$ cat config.mk
export PLATFORM = sky130hd
export DESIGN_NAME = gate_vector_sequencer
export DESIGN_NICKNAME = d
export VERILOG_FILES = /design/src/rtl/gate_seq_pkg.sv /design/src/rtl/gate_golden_model.sv /design/src/rtl/gate_vector_sequencer.sv
export SDC_FILE = /design/constraint.sdc
export NUM_CORES = 1
export LEC_CHECK = 0
export BUFFER_PORTS_ARGS = -buffer_cell sky130_fd_sc_hd__buf_4
export CAP_MARGIN = 20
export CORE_ASPECT_RATIO = 2
export CORE_UTILIZATION = 60
export DETAILED_ROUTE_END_ITERATION = 7
export PLACE_DENSITY = 0.84
export SLEW_MARGIN = 25
export SYNTH_ARGS = -nofsm -noshare
export SYNTH_HDL_FRONTEND = slang
export SYNTH_SLANG_ARGS = --single-unit
$ cat constraint.sdc
create_clock -name clk -period 4.1 [get_ports clk]
set_clock_uncertainty 0.15 [all_clocks]
set_input_delay 0 -clock clk [delete_from_list [all_inputs] [get_ports clk]]
set_output_delay 0 -clock clk [all_outputs]
set_load 0.005 [all_outputs]
$ cat src/rtl/gate_seq_pkg.sv
// Shared types and constants for the gate-block self-test sequencer.
// Optional first-failure capture is enabled with GATE_SEQ_FIRST_FAIL_EN.
package gate_seq_pkg;

  typedef enum logic [2:0] {
    IDLE,
    DRIVE,
    SETTLE,
    SAMPLE,
    NEXT,
    DONE
  } state_t;

  localparam int RES_W    = 7;
  localparam int RES_AND  = 0;
  localparam int RES_OR   = 1;
  localparam int RES_NOTA = 2;
  localparam int RES_NAND = 3;
  localparam int RES_NOR  = 4;
  localparam int RES_XOR  = 5;
  localparam int RES_XNOR = 6;

  // Expected gate_res for each {a,b} vector
  localparam logic [RES_W-1:0] GOLD_00 = 7'h5C;
  localparam logic [RES_W-1:0] GOLD_01 = 7'h2E;
  localparam logic [RES_W-1:0] GOLD_10 = 7'h2A;
  localparam logic [RES_W-1:0] GOLD_11 = 7'h43;

  function automatic logic [3:0] sat_inc4(input logic [3:0] v);
    return (v == 4'hF) ? v : v + 4'd1;
  endfunction

endpackage

$ cat src/rtl/gate_golden_model.sv
// Combinational golden truth table for the two-input gate block.
// Maps vector index {a,b} to the expected 7-bit gate result.
module gate_golden_model
  import gate_seq_pkg::*;
(
  input  logic [1:0]       idx,
  output logic [RES_W-1:0] exp
);

  always_comb begin
    exp = GOLD_00;
    unique case (idx)
      2'd0: exp = GOLD_00;
      2'd1: exp = GOLD_01;
      2'd2: exp = GOLD_10;
      2'd3: exp = GOLD_11;
      default: exp = GOLD_00;
    endcase
  end

endmodule

$ cat src/rtl/gate_vector_sequencer.sv
// Self-test sequencer: sweeps A/B over all vectors and checks gate_res.
// Define GATE_SEQ_FIRST_FAIL_EN to add first_fail_vld/first_fail_idx.
module gate_vector_sequencer
  import gate_seq_pkg::*;
#(
  parameter int SETTLE_CYC = 2,
  parameter int LOOPS      = 1
) (
  input  logic             clk,
  input  logic             rst_n,
  input  logic             start,
  output logic             busy,
  output logic             done,
  output logic             a_out,
  output logic             b_out,
  input  logic [RES_W-1:0] gate_res,
  output logic [3:0]       err_cnt,
  output logic             pass,
  output logic [RES_W-1:0] last_res
`ifdef GATE_SEQ_FIRST_FAIL_EN
  ,
  output logic             first_fail_vld,
  output logic [1:0]       first_fail_idx
`endif
);

  localparam logic [3:0] SETTLE_LD = 4'(SETTLE_CYC);
  localparam logic [7:0] LOOP_LAST = 8'(LOOPS - 1);

  state_t state_q, state_d;

  logic [1:0]       idx_q, idx_d;
  logic [7:0]       loop_q, loop_d;
  logic [3:0]       cnt_q, cnt_d;
  logic             a_q, a_d;
  logic             b_q, b_d;
  logic [3:0]       err_q, err_d;
  logic             pass_q, pass_d;
  logic [RES_W-1:0] res_q, res_d;

  logic [RES_W-1:0] exp_res;
  logic             accept;
  logic             mismatch;
  logic             last_vec;

  gate_golden_model u_gold (
    .idx (idx_q),
    .exp (exp_res)
  );

  assign accept   = (state_q == IDLE) && start;
  assign mismatch = (gate_res != exp_res);
  assign last_vec = (idx_q == 2'd3) && (loop_q == LOOP_LAST);

  always_ff @(posedge clk or negedge rst_n) begin
    if (!rst_n) state_q <= IDLE;
    else        state_q <= state_d;
  end

  always_comb begin
    state_d = state_q;
    unique case (state_q)
      IDLE:    if (start) state_d = DRIVE;
      DRIVE:   state_d = SETTLE;
      SETTLE:  if (cnt_q <= 4'd1) state_d = SAMPLE;
      SAMPLE:  state_d = NEXT;
      NEXT:    state_d = last_vec ? DONE : DRIVE;
      DONE:    state_d = IDLE;
      default: state_d = IDLE;
    endcase
  end

  always_comb begin
    busy = (state_q != IDLE);
    done = (state_q == DONE);
  end

  always_comb begin
    idx_d  = idx_q;
    loop_d = loop_q;
    cnt_d  = cnt_q;
    a_d    = a_q;
    b_d    = b_q;
    err_d  = err_q;
    pass_d = pass_q;
    res_d  = res_q;
    unique case (state_q)
      IDLE: begin
        idx_d  = 2'd0;
        loop_d = 8'd0;
        if (start) begin
          err_d  = 4'd0;
          pass_d = 1'b0;
        end
      end
      DRIVE: begin
        a_d   = idx_q[1];
        b_d   = idx_q[0];
        cnt_d = SETTLE_LD;
      end
      SETTLE: cnt_d = cnt_q - 4'd1;
      SAMPLE: begin
        res_d = gate_res;
        if (mismatch) err_d = sat_inc4(err_q);
      end
      NEXT: begin
        if (!last_vec) begin
          idx_d = idx_q + 2'd1;
          if (idx_q == 2'd3) loop_d = loop_q + 8'd1;
        end
      end
      DONE: pass_d = (err_q == 4'd0);
      default: ;
    endcase
  end

  always_ff @(posedge clk or negedge rst_n) begin
    if (!rst_n) begin
      idx_q  <= 2'd0;
      loop_q <= 8'd0;
      cnt_q  <= 4'd0;
      a_q    <= 1'b0;
      b_q    <= 1'b0;
      err_q  <= 4'd0;
      pass_q <= 1'b0;
      res_q  <= '0;
    end else begin
      idx_q  <= idx_d;
      loop_q <= loop_d;
      cnt_q  <= cnt_d;
      a_q    <= a_d;
      b_q    <= b_d;
      err_q  <= err_d;
      pass_q <= pass_d;
      res_q  <= res_d;
    end
  end

  assign a_out    = a_q;
  assign b_out    = b_q;
  assign err_cnt  = err_q;
  assign pass     = pass_q;
  assign last_res = res_q;

`ifdef GATE_SEQ_FIRST_FAIL_EN
  logic       ffv_q, ffv_d;
  logic [1:0] ffi_q, ffi_d;

  always_comb begin
    ffv_d = ffv_q;
    ffi_d = ffi_q;
    if (accept) begin
      ffv_d = 1'b0;
      ffi_d = 2'd0;
    end else if (state_q == SAMPLE && mismatch && !ffv_q) begin
      ffv_d = 1'b1;
      ffi_d = idx_q;
    end
  end

  always_ff @(posedge clk or negedge rst_n) begin
    if (!rst_n) begin
      ffv_q <= 1'b0;
      ffi_q <= 2'd0;
    end else begin
      ffv_q <= ffv_d;
      ffi_q <= ffi_d;
    end
  end

  assign first_fail_vld = ffv_q;
  assign first_fail_idx = ffi_q;
`endif

endmodule
==> summary.txt <==
Status
  • Status: finished, final reports clean

Logic synthesis
  • Sequential share of the synthesized area: 44.5%
  • YS warnings: 0
  • Yosys cell types: 40
  • Post-synth EDFFs: 0
  • Synth Register Bits: 31
  • Yosys top cell by area: dfrtp_1
  • Post-synth net total: 196
  • Synth async-reset ratio: 100%
  • Post-synth top flop: dfrtp_1
  • Synth Cell Area: 0.00174 mm²
  • Avg Inst Size Synth: 9.84 µm²
  • Area contributors post-synth: dfrtp_1 45%, ha_1 6.5%, mux2_2 6.5%, o21ai_0 4.9%, inv_1 3.2%
  • Mapped Cells: 177
  • Yosys top cell area share: 44.5%

Global routing
  • Initial antenna violation count: 0
  • M2 GR Usage: 54.8%
  • GR Util met3: 6.78%
  • Vias in the first global route: 1481
  • Met1 usage: 30.0%
  • Congestion Overflow GR: 0
  • First-pass GRT wire length: 6510 µm
  • Pin count of the biggest net entering global routing: 32
  • GRT Total Usage: 30.3%
  • Busiest layer in global routing: met2

Drt
  • Total number of vias: 1453
  • DRC: 0
  • Vias per std cell: 5.98
  • Initial DRC Count: 11
  • Final WL: 3950 µm
  • WL per Instance: 16.2 µm
  • ANT nets after route: 0
  • Pre-antenna DRT Iters: 4

Placement
  • DP Worst Slack: 1.94 ns
  • DP HPWL: 2730 µm
  • Cell Area, Placed: 0.00194 mm²
  • IO buf count: 25
  • Routability Congestion: 0.842

Die
  • Initial Util: 63.6%
  • Core Area: 0.00274 mm²
  • Die Span Y: 78.2 µm
  • Die Footprint: 0.00314 mm²
  • Row cnt: 27
  • Chip width: 40.1 µm
  • Top-level port count: 26

Worst setup path
  • Critical Path RT: 4.12 ns
  • CP endpoint kind: flop
  • Kind of critical path: flop to flop
  • Critical Path Start Type: flop
  • CP max-delay cell: dfrtp_1
  • Max Fanout on Critical Path: 6
  • CP cell instances: inv_1 -> ha_1 -> nor3b_1 -> o22ai_1 -> o21ai_1 -> mux2_2
  • CP top delay family: compound AO/OA/AOI/OAI gates
  • Crit path largest cell delay: 0.45 ns
  • CP bufs+invs: 1
  • Arr. time, crit path: 2.22 ns

Finish
  • Final non-filler cell area: 0.00211 mm²
  • Layout cells sized above 1: 20.6%
  • Layout Nets: 232
  • Area delta synth->final: 21.1%
  • ANT cells: 0

Clock network
  • Clk slew on worst S/H paths: 0.07 ns
  • Total CTS buffers: 5
  • CTS resizes: 0
  • Post-CTS Setup Inserts: 0
  • CTS H-tree depth: 2
  • CTS hold repair buffers: 9
  • CTS Buffer Depth: 2
  • CTS Sinks: 31
  • CTS tree: done
  • Clock root cell: clkbuf_8
  • Clk_lat worst skew: 0.28 ns

Timing
  • Worst Tran Pin Value: 0.545 ns
  • Max Fclk: 454 MHz
  • Final worst setup slack: 1.90 ns
  • Final setup viols: 0
  • Max_slew headroom: 63.7%
  • Setup TNS Final: 0 ns
  • Fin crit period: 2.20 ns
  • Max-slew violations: 0
  • Fin. Hold Viols: 0
  • Tcrit/Tclk final: 53.7%
  • RSZ-0062 raised after global routing: false

Job
  • Max cap viols: 0

Pwr
  • Static Leakage: 1.01 nW
  • Pwr Density: 594 mW/mm²
  • VDD IR-drop max: 396 µV

Min path
  • Hold Crit Class: input pin to async pin
==> layout make-up <==
| cell class | instances | area [µm²] |
|---|---|---|
| multi-input combinational | 126 | 882 |
| sequential | 31 | 776 |
| fill | 185 | 627 |
| timing repair buffer | 34 | 278 |
| clock buffer | 7 | 76.3 |
| inverter | 15 | 56.3 |
| tap | 29 | 36.3 |
| clock inverter | 1 | 5.00 |
==> report_power, final <==
group          internal, W  switching (W)
Combinational     0.000267       0.000242
Sequential        0.000396       0.000120
Clock             0.000119       0.000109
Total             0.000782       0.000471
==> cells in the mapped netlist, types with 2 or more instances <==
master	number
clkbuf_1	3
dfrtp_1	31
nand2_1	12
a22o_1	2
o22ai_1	4
a21oi_1	10
and3b_1	2
mux2_2	10
nor3_1	6
o21a_1	2
or3_1	3
nor2_1	10
nand3_1	8
inv_1	15
ha_1	9
nor3b_1	2
mux2i_1	4
xor2_1	5
xnor2_1	2
o21ai_0	17
==> placed cells by master (no fill, tap or decap), drive strengths merged, types with 2 or more instances in the layout <==
master	netlist	final
nand3	8	8
o22ai	4	4
and3b	2	2
nor4b	3	3
o21ai	18	18
a21oi	10	10
nor3b	2	2
nor3	6	6
or3	3	3
xor2	5	5
ha	9	9
buf	2	25
o21a	2	2
mux2i	4	4
a22o	2	2
xnor2	2	2
inv	15	15
clkbuf	3	7
nor2	10	10
nand2	12	12
dlygate4sd3	0	9
mux2	10	10
dfrtp	31	31
==> flip-flops by register name, indices dropped and copies added, names as in the netlist <==
| name | count |
|---|---|
| loop_q | 8 |
| last_res | 7 |
| cnt_q | 4 |
| err_cnt | 4 |
| state_q | 3 |
| idx_q | 2 |
| a_out | 1 |
| b_out | 1 |
| pass | 1 |
==> stage by stage <==
step                hold WS, ns  cells  power [W]  util (%)
floorplan                -0.446    177   0.000826         -
global placement         -0.202    226   0.000987      70.8
detailed placement       -0.198    226    0.00101      70.8
CTS                      0.0425    243    0.00125      77.1
global route             0.0695    243    0.00136      77.1
finish                   0.0401    243    0.00125      77.1
==> cell families after synthesis <==
kind of cell               after synthesis  share of synthesized area [%]
and+or+nand+nor                         55                           18.3
AOI/OAI and AO/OA                       41                           13.6
DFF                                     31                           44.5
buffers and inverters                   20                           4.81
muxes                                   14                           8.76
adders and majority gates                9                           6.47
xor gates and xnor gates                 7                           3.52
==> worst paths after layout <==
kind	from	end	slack, ns	depth (start not counted)
setup / recovery	idx_q[0]	err_cnt[1]	1.90	6
hold / removal	rst_n	last_res[3]	0.04	2
setup reg to reg	idx_q[0]	err_cnt[1]	1.90	6
hold reg to reg	last_res[0]	last_res[0]	0.36	1
max in group asynchronous	rst_n	state_q[1]	3.46	2
min in group clk	last_res[0]	last_res[0]	0.36	1
==> routing by layer <==
| layer | wire, µm | share of wire [%] |
|---|---|---|
| met5 | 0 | 0 |
| met4 | 59 | 1.5 |
| met3 | 105 | 2.7 |
| met2 | 2340 | 59 |
| met1 | 1440 | 37 |
Power figures use the tool's default switching activity.
